File: config.mk
export PLATFORM = sky130hd
export DESIGN_NAME = layer_argmax
export DESIGN_NICKNAME = d
export VERILOG_FILES = /design/src/rtl/layer_argmax.sv
export SDC_FILE = /design/constraint.sdc
export NUM_CORES = 1
export LEC_CHECK = 0
export BUFFER_PORTS_ARGS = -buffer_cell sky130_fd_sc_hd__buf_2
export CORE_ASPECT_RATIO = 1.25
export CORE_MARGIN = 3
export CORE_UTILIZATION = 30
export CTS_CLUSTER_SIZE = 14
export DETAILED_ROUTE_END_ITERATION = 16
export SLEW_MARGIN = 10
export SYNTH_ARGS = -nofsm -noshare
export SYNTH_HDL_FRONTEND = slang
export SYNTH_SLANG_ARGS = --single-unit
export TNS_END_PERCENT = 1
File: constraint.sdc
create_clock -name clk -period 4.6 [get_ports clk]
set_input_delay 0 -clock clk [delete_from_list [all_inputs] [get_ports clk]]
set_output_delay 0 -clock clk [all_outputs]
set_load 0.02 [all_outputs]
File: src/rtl/layer_argmax.sv
// layer_argmax: sequential signed argmax over a snapshot of a layer's zed bus.
// Ports: clk, reset (sync, active-low), start -> busy, done, valid, class_idx, max_value.
module layer_argmax #(
    parameter int number_neuron = 10,
    parameter int resolution = 8,
    localparam int IW = (number_neuron > 1) ? $clog2(number_neuron) : 1,
    localparam int CW = $clog2(number_neuron + 1),
    localparam int ZW = resolution * number_neuron
) (
    input  logic                  clk,
    input  logic                  reset,
    input  logic                  start,
    input  logic [ZW-1:0]         zed,
    output logic                  busy,
    output logic                  done,
    output logic                  valid,
    output logic [IW-1:0]         class_idx,
    output logic [resolution-1:0] max_value
);

    typedef enum logic {IDLE, SCAN} state_t;

    state_t                  state, state_n;
    logic [ZW-1:0]           snap, snap_n;
    logic [resolution-1:0]   best_val, best_val_n;
    logic [IW-1:0]           best_idx, best_idx_n;
    logic [CW-1:0]           cnt, cnt_n;
    logic                    busy_n, done_n, valid_n;
    logic [IW-1:0]           class_n;
    logic [resolution-1:0]   max_n;
    logic [resolution-1:0]   cur;

    // Element under test; cnt == number_neuron means the scan is finished
    // and no element is selected.
    always_comb begin
        cur = '0;
        for (int i = 0; i < number_neuron; i++) begin
            if (cnt == CW'(i)) begin
                cur = snap[i*resolution +: resolution];
            end
        end
    end

    always_comb begin
        state_n    = state;
        snap_n     = snap;
        best_val_n = best_val;
        best_idx_n = best_idx;
        cnt_n      = cnt;
        busy_n     = busy;
        done_n     = 1'b0;
        valid_n    = valid;
        class_n    = class_idx;
        max_n      = max_value;
        unique case (state)
            IDLE: begin
                if (start) begin
                    snap_n     = zed;
                    best_val_n = zed[resolution-1:0];
                    best_idx_n = '0;
                    cnt_n      = CW'(1);
                    busy_n     = 1'b1;
                    state_n    = SCAN;
                end
            end
            SCAN: begin
                if (cnt == CW'(number_neuron)) begin
                    class_n = best_idx;
                    max_n   = best_val;
                    done_n  = 1'b1;
                    valid_n = 1'b1;
                    busy_n  = 1'b0;
                    state_n = IDLE;
                end else begin
                    // strict compare keeps the lower index on ties
                    if ($signed(cur) > $signed(best_val)) begin
                        best_val_n = cur;
                        best_idx_n = IW'(cnt);
                    end
                    cnt_n = cnt + CW'(1);
                end
            end
            default: state_n = IDLE;
        endcase
    end

    always_ff @(posedge clk) begin
        if (!reset) begin
            state     <= IDLE;
            snap      <= '0;
            best_val  <= '0;
            best_idx  <= '0;
            cnt       <= '0;
            busy      <= 1'b0;
            done      <= 1'b0;
            valid     <= 1'b0;
            class_idx <= '0;
            max_value <= '0;
        end else begin
            state     <= state_n;
            snap      <= snap_n;
            best_val  <= best_val_n;
            best_idx  <= best_idx_n;
            cnt       <= cnt_n;
            busy      <= busy_n;
            done      <= done_n;
            valid     <= valid_n;
            class_idx <= class_n;
            max_value <= max_n;
        end
    end

endmodule

Word level (Yosys, flattened, before mapping)
Index checks and enable logic that the tools add are counted.
W data, S select, Z words.
{"block": "word_totals", "register_bits": 112, "elab_cells": 62}
{"block": "classes", "n_reduce_logical": 7, "n_addsub": 1, "muxes": 28, "n_bitwise": 1, "eq_ne": 14, "magnitude_cmp": 1}
{"operator": "$mux W8", "count": 13}
{"operator": "$mux W4", "count": 5}
{"operator": "$eq A4 B3 Y1 const B", "count": 4}
{"operator": "$pmux W4 S2", "count": 2}
{"operator": "$pmux W8 S2", "count": 1}
{"operator": "$eq A4 B4 Y1 const B", "count": 3}
{"operator": "$reduce_and A2 Y1", "count": 5}
{"operator": "$eq A4 B2 Y1 const B", "count": 2}
{"operator": "$gt A8 B8 Y1", "count": 1}
{"operator": "$mux W1", "count": 5}
{"operator": "$add A4 B1 Y4 const B", "count": 1}
{"operator": "$eq A4 B1 Y1 const B", "count": 1}
{"operator": "$logic_not A4 Y1", "count": 1}
{"operator": "$ne A2 B1 Y1 const B", "count": 2}
{"operator": "$ne A2 B2 Y1 const B", "count": 2}
{"operator": "$pmux W1 S2", "count": 2}
{"operator": "$reduce_and A3 Y1", "count": 1}
{"operator": "$not A1 Y1", "count": 1}

Depth between registers and ports, before layout
Gate-level depths: netlist of the first run.
{"block": "depth", "ltp_word": 15, "ltp_mapped": 16, "depth_no_buf": 13}

Worst setup path after synthesis of the first run
No wires, ideal clock.
{"block": "synth_timing", "path_kind": "register to register", "from": "register cnt[0]", "to": "register best_val[2]", "path_buffers": 3, "path_stages_with_launch": 16, "synth_period_minus_slack_ns": 3.246, "setup_ns": 0.130, "setup_slack_ns": 1.354, "arrival_ns": 3.117, "cell_sequence": "dfxtp_1 -> ha_1 -> buf_6 -> or3_1 -> buf_6 -> nor2_1 -> a22oi_1 -> o211a_1 -> o21ai_0 -> ha_1 -> nand4_1 -> nor2_1 -> or4_4 -> buf_6 -> o2111ai_2 -> o41ai_2"}
{"block": "synth_between", "elab_chain_cells": 14}
{"element": "start: declaration", "line_no": "27", "text": "logic [CW-1:0] cnt, cnt_n;"}
{"element": "start signal: assignment", "line_no": "104", "text": "cnt <= cnt_n;"}
{"element": "$logic_not A4 Y1", "line_no": "38", "text": "if (cnt == CW'(i)) begin"}
{"element": "$mux W8 (10 in series)", "line_no": "38"}
{"element": "$gt A8 B8 Y1 / $mux W8 (equally long branches)", "line_no": "76", "text": "if ($signed(cur) > $signed(best_val)) begin"}
{"element": "$ne A2 B1 Y1 (no source line) / $mux W8 (equally long branches)"}
{"element": "$reduce_and A3 Y1 (no source line) / $pmux W8 S2 (equally long branches)"}
{"element": "end signal: assignment", "line_no": "102", "text": "best_val <= best_val_n;"}
{"element": "end: declaration", "line_no": "25", "text": "logic [resolution-1:0] best_val, best_val_n;"}
Parallel ways exist; a longest one is shown, timed or not. The select of a mux whose other input is x is not followed.
A chain may end at the register's enable or synchronous reset.

Worst setup path in the final report of the first run
{"block": "layout_timing", "from": "register cnt[1]", "to": "register best_val[2]"}
Same word-level chain as after synthesis.

==> metrics.cfg, run 1 <==
[logic_synthesis]
synthCells = 713
synth_edf_count = 0
avgSynthCellArea_um2 = 7.66
netlist_area_mm2 = 0.00546
seq_area_frac_synth_pct = 41.1
ys_seq_elements = 112
ys_async_sr_fraction_pct = 0
synth_cell_types = 64
synth_warnings = 0
synth_ff_type = dfxtp_1
synth_fp_nets = 808

[drt]
top_layer = met4
dr.pass1.iters = 5
routed_wl_mm = 17.0
post_drt_wl_per_cell_um = 15.7
drc = 0
drt-vias-per-instance = 4.95
wl_met2_mm = 8.46
drt-met1-wl_mm = 7.52
ant_nets = 0
vias = 5343
dr_wl_met3_um = 485
drt_iter0_drc = 357

[worst_setup_path]
crit_path_top_delay_cell = nor4_1
r2r_start = cnt[1]$_SDFFE_PN0P_
path_class = reg -> reg
cp_cell_sequence = inv_1 > ha_1 > buf_4 > a21oi_1 > nor2_1 > nor4_1 > o311ai_0 > ha_1 > and3_1 > o21ai_0 > o2111ai_1 > a21oi_2 > o41ai_2
path_max_fanout = 24
max_stage_delay_ps = 510
cp.required_ps = 4800
rr_worst_depth = 13
start_kind = register
r2r_slack_ps = 550
crit_path_frequent_cell = ha_1
worstPathArrival_ps = 4250
end_kind = register
r2r-end = best_val[2]$_SDFFE_PN0P_

[outcome]
status = finished, final reports clean

[placed_design]
gp_congestion = 0.884
dpl-instance-area_mm2 = 0.00604
port-buffer-count = 97
dp_hpwl_mm = 12.1

[die]
io_pins = 98
dieArea_mm2 = 0.0199
num_rows = 54
dieHeight_um = 157
start_util_pct = 31.0
core_area_mm2 = 0.0176
die_w_um = 127

[global_route]
grt_pass1_vias = 5084
grt_use_total_pct = 16.7
antenna_found_initial = 0
grt_max_degree = 62
grt_pass1_wl_mm = 26.3
gr-total-overflow = 0

[clock_network]
cts_max_level = 3
post-cts-setup-buffers = 0
numCtsBuffers = 9
clk_path_buf_depth = 2
clock-sinks = 112
worstSkewPairLatency_ps = 350
root_buffer = clkbuf_16
cts_tree = built
cts.clk_slew.worst_paths_ps = 80

[timing]
period_needed_ps = 4050
relSlewSlack_pct = 29.0
rsz0062_at_grt = false
post-route-period-util_pct = 88.0
tns_ps = 0
tightest_slew_ps = 1060
clock_skew_ps = 10.8
drv_slew = 0
max_freq_mhz = 247
hold_viol = 0
setup_viol = 0

[worst_hold_path]
hold_path_depth = 2
holdCritStartpoint = reset
hp-class = in -> reg
holdPathEnd = best_val[0]$_SDFFE_PN0P_

[power_and_ir_drop]
peakVddDrop_v = 0.000156
p_per_area_mw_per_mm2 = 332
p_leak_nw = 2.81

[layout]
diodes = 0
layout_common_cells = nand2_1 (215), a21oi_1 (117), dfxtp_1 (112)
fin_nets = 945
area_growth_pct = 31.4
final_common_cell = nand2_1
fillers = 1840
drive_gt1_share_pct = 16.8
fin_area_mm2 = 0.00717

[flow_run]
drv_cap = 0

-- cell usage after synthesis, drive strengths merged (4+ instances only) --
library cell	number	area share [%]
and3	4	0.46
nor3	4	0.37
a221oi	5	1.4
a21oi	118	11
inv	18	1.2
nor2b	14	1.6
buf	26	2.6
nand2b	8	0.92
nand3	11	1.0
o22ai	4	0.46
nor2	19	1.3
nand4	4	0.46
o31ai	4	0.55
o211ai	8	1.2
o211a	5	0.92
a22oi	6	0.82
a211oi	4	0.55
o2111ai	7	1.4
clkbuf	34	2.4
o311ai	5	0.80
nand2	215	15
nand3b	7	0.96
dfxtp	112	41
nor3b	5	0.69
ha	12	2.7
o21ai	13	1.4
-- power by group --
part	internal, mW	switching, mW	leakage, nW	total, mW
clock network	0.495	0.361	0.159	0.856
logic	0.197	0.266	1.73	0.463
registers	1.03	0.0403	0.917	1.07
-- state kept, by name, summed over array words and instances (netlist names) --
| register | count |
|---|---|
| class_idx | 4 |
| busy | 1 |
| snap | 80 |
| best_idx | 4 |
| cnt | 4 |
| best_val | 8 |
| done | 1 |
| state | 1 |
| valid | 1 |
| max_value | 8 |
-- critical path: cells and delay by family (launching register included) --
kind	cells	cell delay, ps
AOI/OAI and AO/OA	6	1620
and+or+nand+nor	3	750
adders and majority gates	2	700
DFF	1	430
buffers and inverters	2	400
-- logic make-up (layout without fill, tap and decap cells) --
kind of cell	Yosys count	in the layout	share of synthesized area [%]
and+or+nand+nor	307	307	25.2
AOI/OAI and AO/OA	203	203	24.7
DFF	112	112	41.1
buffers and inverters	78	220	6.21
adders and majority gates	12	12	2.75
xor gates and xnor gates	1	1	0.160
-- how the worst max path moves through the flow --
stage / start / end / slack [ps]
3_5_place_dp: cnt[1]$_SDFFE_PN0P_ / best_val[4]$_SDFFE_PN0P_ / 610
2_1_floorplan: cnt[0]$_SDFFE_PN0P_ / best_val[2]$_SDFFE_PN0P_ / 1350
5_1_grt: cnt[1]$_SDFFE_PN0P_ / best_val[4]$_SDFFE_PN0P_ / 80
6_report: cnt[1]$_SDFFE_PN0P_ / best_val[2]$_SDFFE_PN0P_ / 550
3_3_place_gp: cnt[0]$_SDFFE_PN0P_ / best_val[2]$_SDFFE_PN0P_ / 700
4_1_cts: cnt[0]$_SDFFE_PN0P_ / best_val[2]$_SDFFE_PN0P_ / 590
-- cell type report --
class	instances	area, um^2	area share (%)
well taps	224	280	3.91
repair buffers	186	1370	19.0
multi-input cells	523	2890	40.3
flip-flops and latches	112	2240	31.3
clock buffers	10	239	3.33
inverters	18	67.6	0.942
clock inverters	6	90.1	1.26
-- stage by stage --
| stage | instances | power, mW | hold slack [ps] | setup WS (ps) | utilization (%) |
|---|---|---|---|---|---|
| 5_1_grt | 1079 | 2.50 | 21.4 | 77.3 | 40.7 |
| 4_1_cts | 1079 | 2.40 | 7.77 | 587 | 40.7 |
| 3_3_place_gp | 983 | 1.50 | 248 | 700 | 34.3 |
| 2_1_floorplan | 713 | 1.37 | 136 | 1350 | - |
| 3_5_place_dp | 983 | 1.50 | 249 | 608 | 34.3 |
| 6_report | 1079 | 2.39 | 18.1 | 550 | 40.7 |
-- routing by layer --
layer / up-vias / track usage (%)
li1: 2731 / -
met2: 122 / 29.6
met3: 29 / 2.08
met5: - / 0
met1: 2461 / 20.4
met4: 0 / 6.80
-- repair_timing --
item,in CTS,in global routing
hold endpoints to repair,82,0
hold buffers,80,0
gates resized for setup,0,0
Power figures use the tool's default switching activity.
==> inputs of run 2 (changes only) <==
==> constraint.sdc (replaced) <==
create_clock -name clk -period 4.6 [get_ports clk]
set_input_delay 0.69 -clock clk [delete_from_list [all_inputs] [get_ports clk]]
set_output_delay 0.69 -clock clk [all_outputs]
set_load 0.02 [all_outputs]
==> metrics.cfg, run 2 (synthesis results as in run 1) <==
[outcome]
status = finished, final reports clean  ; unchanged

[clock_network]
root_buffer = clkbuf_16  ; unchanged
cts.clk_slew.worst_paths_ps = 70  ; was 80 ps
worstSkewPairLatency_ps = 370  ; was 350 ps
cts_tree = built  ; unchanged
post-cts-setup-buffers = 0  ; unchanged
cts_hold_buf = 0  ; was 80
clk_path_buf_depth = 2  ; unchanged
clock-sinks = 112  ; unchanged
cts_resized = 0  ; unchanged
cts_max_level = 3  ; unchanged
numCtsBuffers = 9  ; unchanged

[worst_setup_path]
end_kind = register  ; unchanged
start_kind = register  ; unchanged
cp.required_ps = 4910  ; was 4800 ps
path_max_fanout = 37  ; was 24
worstPathArrival_ps = 4440  ; was 4250 ps
path_class = reg -> reg  ; unchanged

[timing]
drv_slew = 0  ; unchanged
tightest_slew_ps = 1090  ; was 1060 ps
hold_viol = 0  ; unchanged
period_needed_ps = 4130  ; was 4050 ps
rsz0062_at_grt = false  ; unchanged
setup_viol = 0  ; unchanged
clock_skew_ps = 15.4  ; was 10.8 ps
max_freq_mhz = 242  ; was 247 MHz
post-route-period-util_pct = 89.8  ; was 88.0%
layout_setup_ws_ps = 469  ; was 550 ps
holdWs_ps = 453  ; was 18.1 ps
relSlewSlack_pct = 27.5  ; was 29.0%
tns_ps = 0  ; unchanged

[die]
dieArea_mm2 = 0.0199  ; unchanged
core_area_mm2 = 0.0176  ; unchanged
start_util_pct = 31.0  ; unchanged
num_rows = 54  ; unchanged
dieHeight_um = 157  ; unchanged
die_w_um = 127  ; unchanged
io_pins = 98  ; unchanged

[drt]
drc = 0  ; unchanged
drt-vias-per-instance = 5.06  ; was 4.95
drt_iter0_drc = 342  ; was 357
vias = 5069  ; was 5343
ant_nets = 0  ; unchanged
routed_wl_mm = 16.2  ; was 17.0 mm
post_drt_wl_per_cell_um = 16.2  ; was 15.7 um
dr.pass1.iters = 4  ; was 5

[power_and_ir_drop]
p_leak_nw = 2.47  ; was 2.81 nW
peakVddDrop_v = 0.000164  ; was 0.000156 V
p_per_area_mw_per_mm2 = 355  ; was 332 mW/mm^2

[layout]
top_register = snap  ; unchanged
area_growth_pct = 16.3  ; was 31.4%
layout_common_cells = nand2_1 (215), a21oi_1 (117), dfxtp_1 (112)  ; unchanged
reg.largest.list = snap x80, best_val x8, max_value x8  ; unchanged
diodes = 0  ; unchanged
fin_nets = 867  ; was 945
largest_register_ff_count = 80  ; unchanged
final_common_cell = nand2_1  ; unchanged
drive_gt1_share_pct = 18.7  ; was 16.8%

[worst_hold_path]
hp-class = reg -> reg  ; was in -> reg

[global_route]
gr-total-overflow = 0  ; unchanged
grt_pass1_vias = 4978  ; was 5084
grt_max_degree = 62  ; unchanged
grt_use_total_pct = 16.3  ; was 16.7%
antenna_found_initial = 0  ; unchanged
grt_pass1_wl_mm = 25.7  ; was 26.3 mm

[placed_design]
port-buffer-count = 97  ; unchanged
gp_congestion = 0.877  ; was 0.884
preCtsSetupSlack_ps = 530  ; was 608 ps
dp_hpwl_mm = 12.2  ; was 12.1 mm

[flow_run]
drv_cap = 0  ; unchanged

## run 2: cell types whose count changed in the layout (fill, tap and decap cells not counted), sizes merged
cell,change
clkinv,-1
clkbuf,+1
inv,+3
clkinvlp,-1
buf,+2
bufinv,-2
dlygate4sd3,-80
## run 2: worst paths after layout
path | start | endpoint | slack, ps | cells after the start
worst max-delay path | cnt[0]$_SDFFE_PN0P_ | best_val[7]$_SDFFE_PN0P_ | 470 | 10
worst min-delay path | max_value[1]$_SDFFE_PN0P_ | max_value[1]$_SDFFE_PN0P_ | 450 | 2
worst max register to register | cnt[0]$_SDFFE_PN0P_ | best_val[7]$_SDFFE_PN0P_ | 470 | 10
worst min register to register | max_value[1]$_SDFFE_PN0P_ | max_value[1]$_SDFFE_PN0P_ | 450 | 2
## run 2: final cells by class
type	instances	area, um^2
multi-input combinational	523	2890
clock buffer	11	243
timing repair buffer	108	581
sequential	112	2240
fill	1926	11300
inverter	18	67.6
tap	224	280
clock inverter	5	46.3
## run 2: per-layer routing
layer,global-route usage (%),vias up,part of all wire [%],wire (um)
met4,6.39,0,2.8,457
met5,0,-,0,0
met3,3.21,23,3.2,511
met1,19.8,2361,44,7130
met2,28.4,114,50,8110
li1,-,2571,-,-
## run 2: worst max-delay path: stages (launching register included)
cell	delay, ps
dfxtp_1	450
ha_1	920
and3b_1	620
o31ai_1	170
and2_1	180
ha_1	310
nor2b_1	210
nor3b_1	440
nor4_4	100
a21oi_2	420
o311a_1	250
## run 2: stage by stage
stage | utilization (%) | instances | instance area, um^2 | power (mW)
6_report | 36.0 | 1001 | 6350 | 2.25
5_1_grt | 36.0 | 1001 | 6350 | 2.36
4_1_cts | 36.0 | 1001 | 6350 | 2.27
3_5_place_dp | 34.4 | 985 | 6060 | 1.50
3_3_place_gp | 34.4 | 985 | 6060 | 1.49
2_1_floorplan | - | 713 | 5460 | 1.37
## run 2: power breakdown
group,internal (mW),leakage [nW],total (mW),switching [mW]
clock,0.394,0.143,0.777,0.383
sequential,1.03,0.917,1.07,0.0416
combinational,0.152,1.41,0.407,0.255
total,1.57,2.47,2.25,0.679
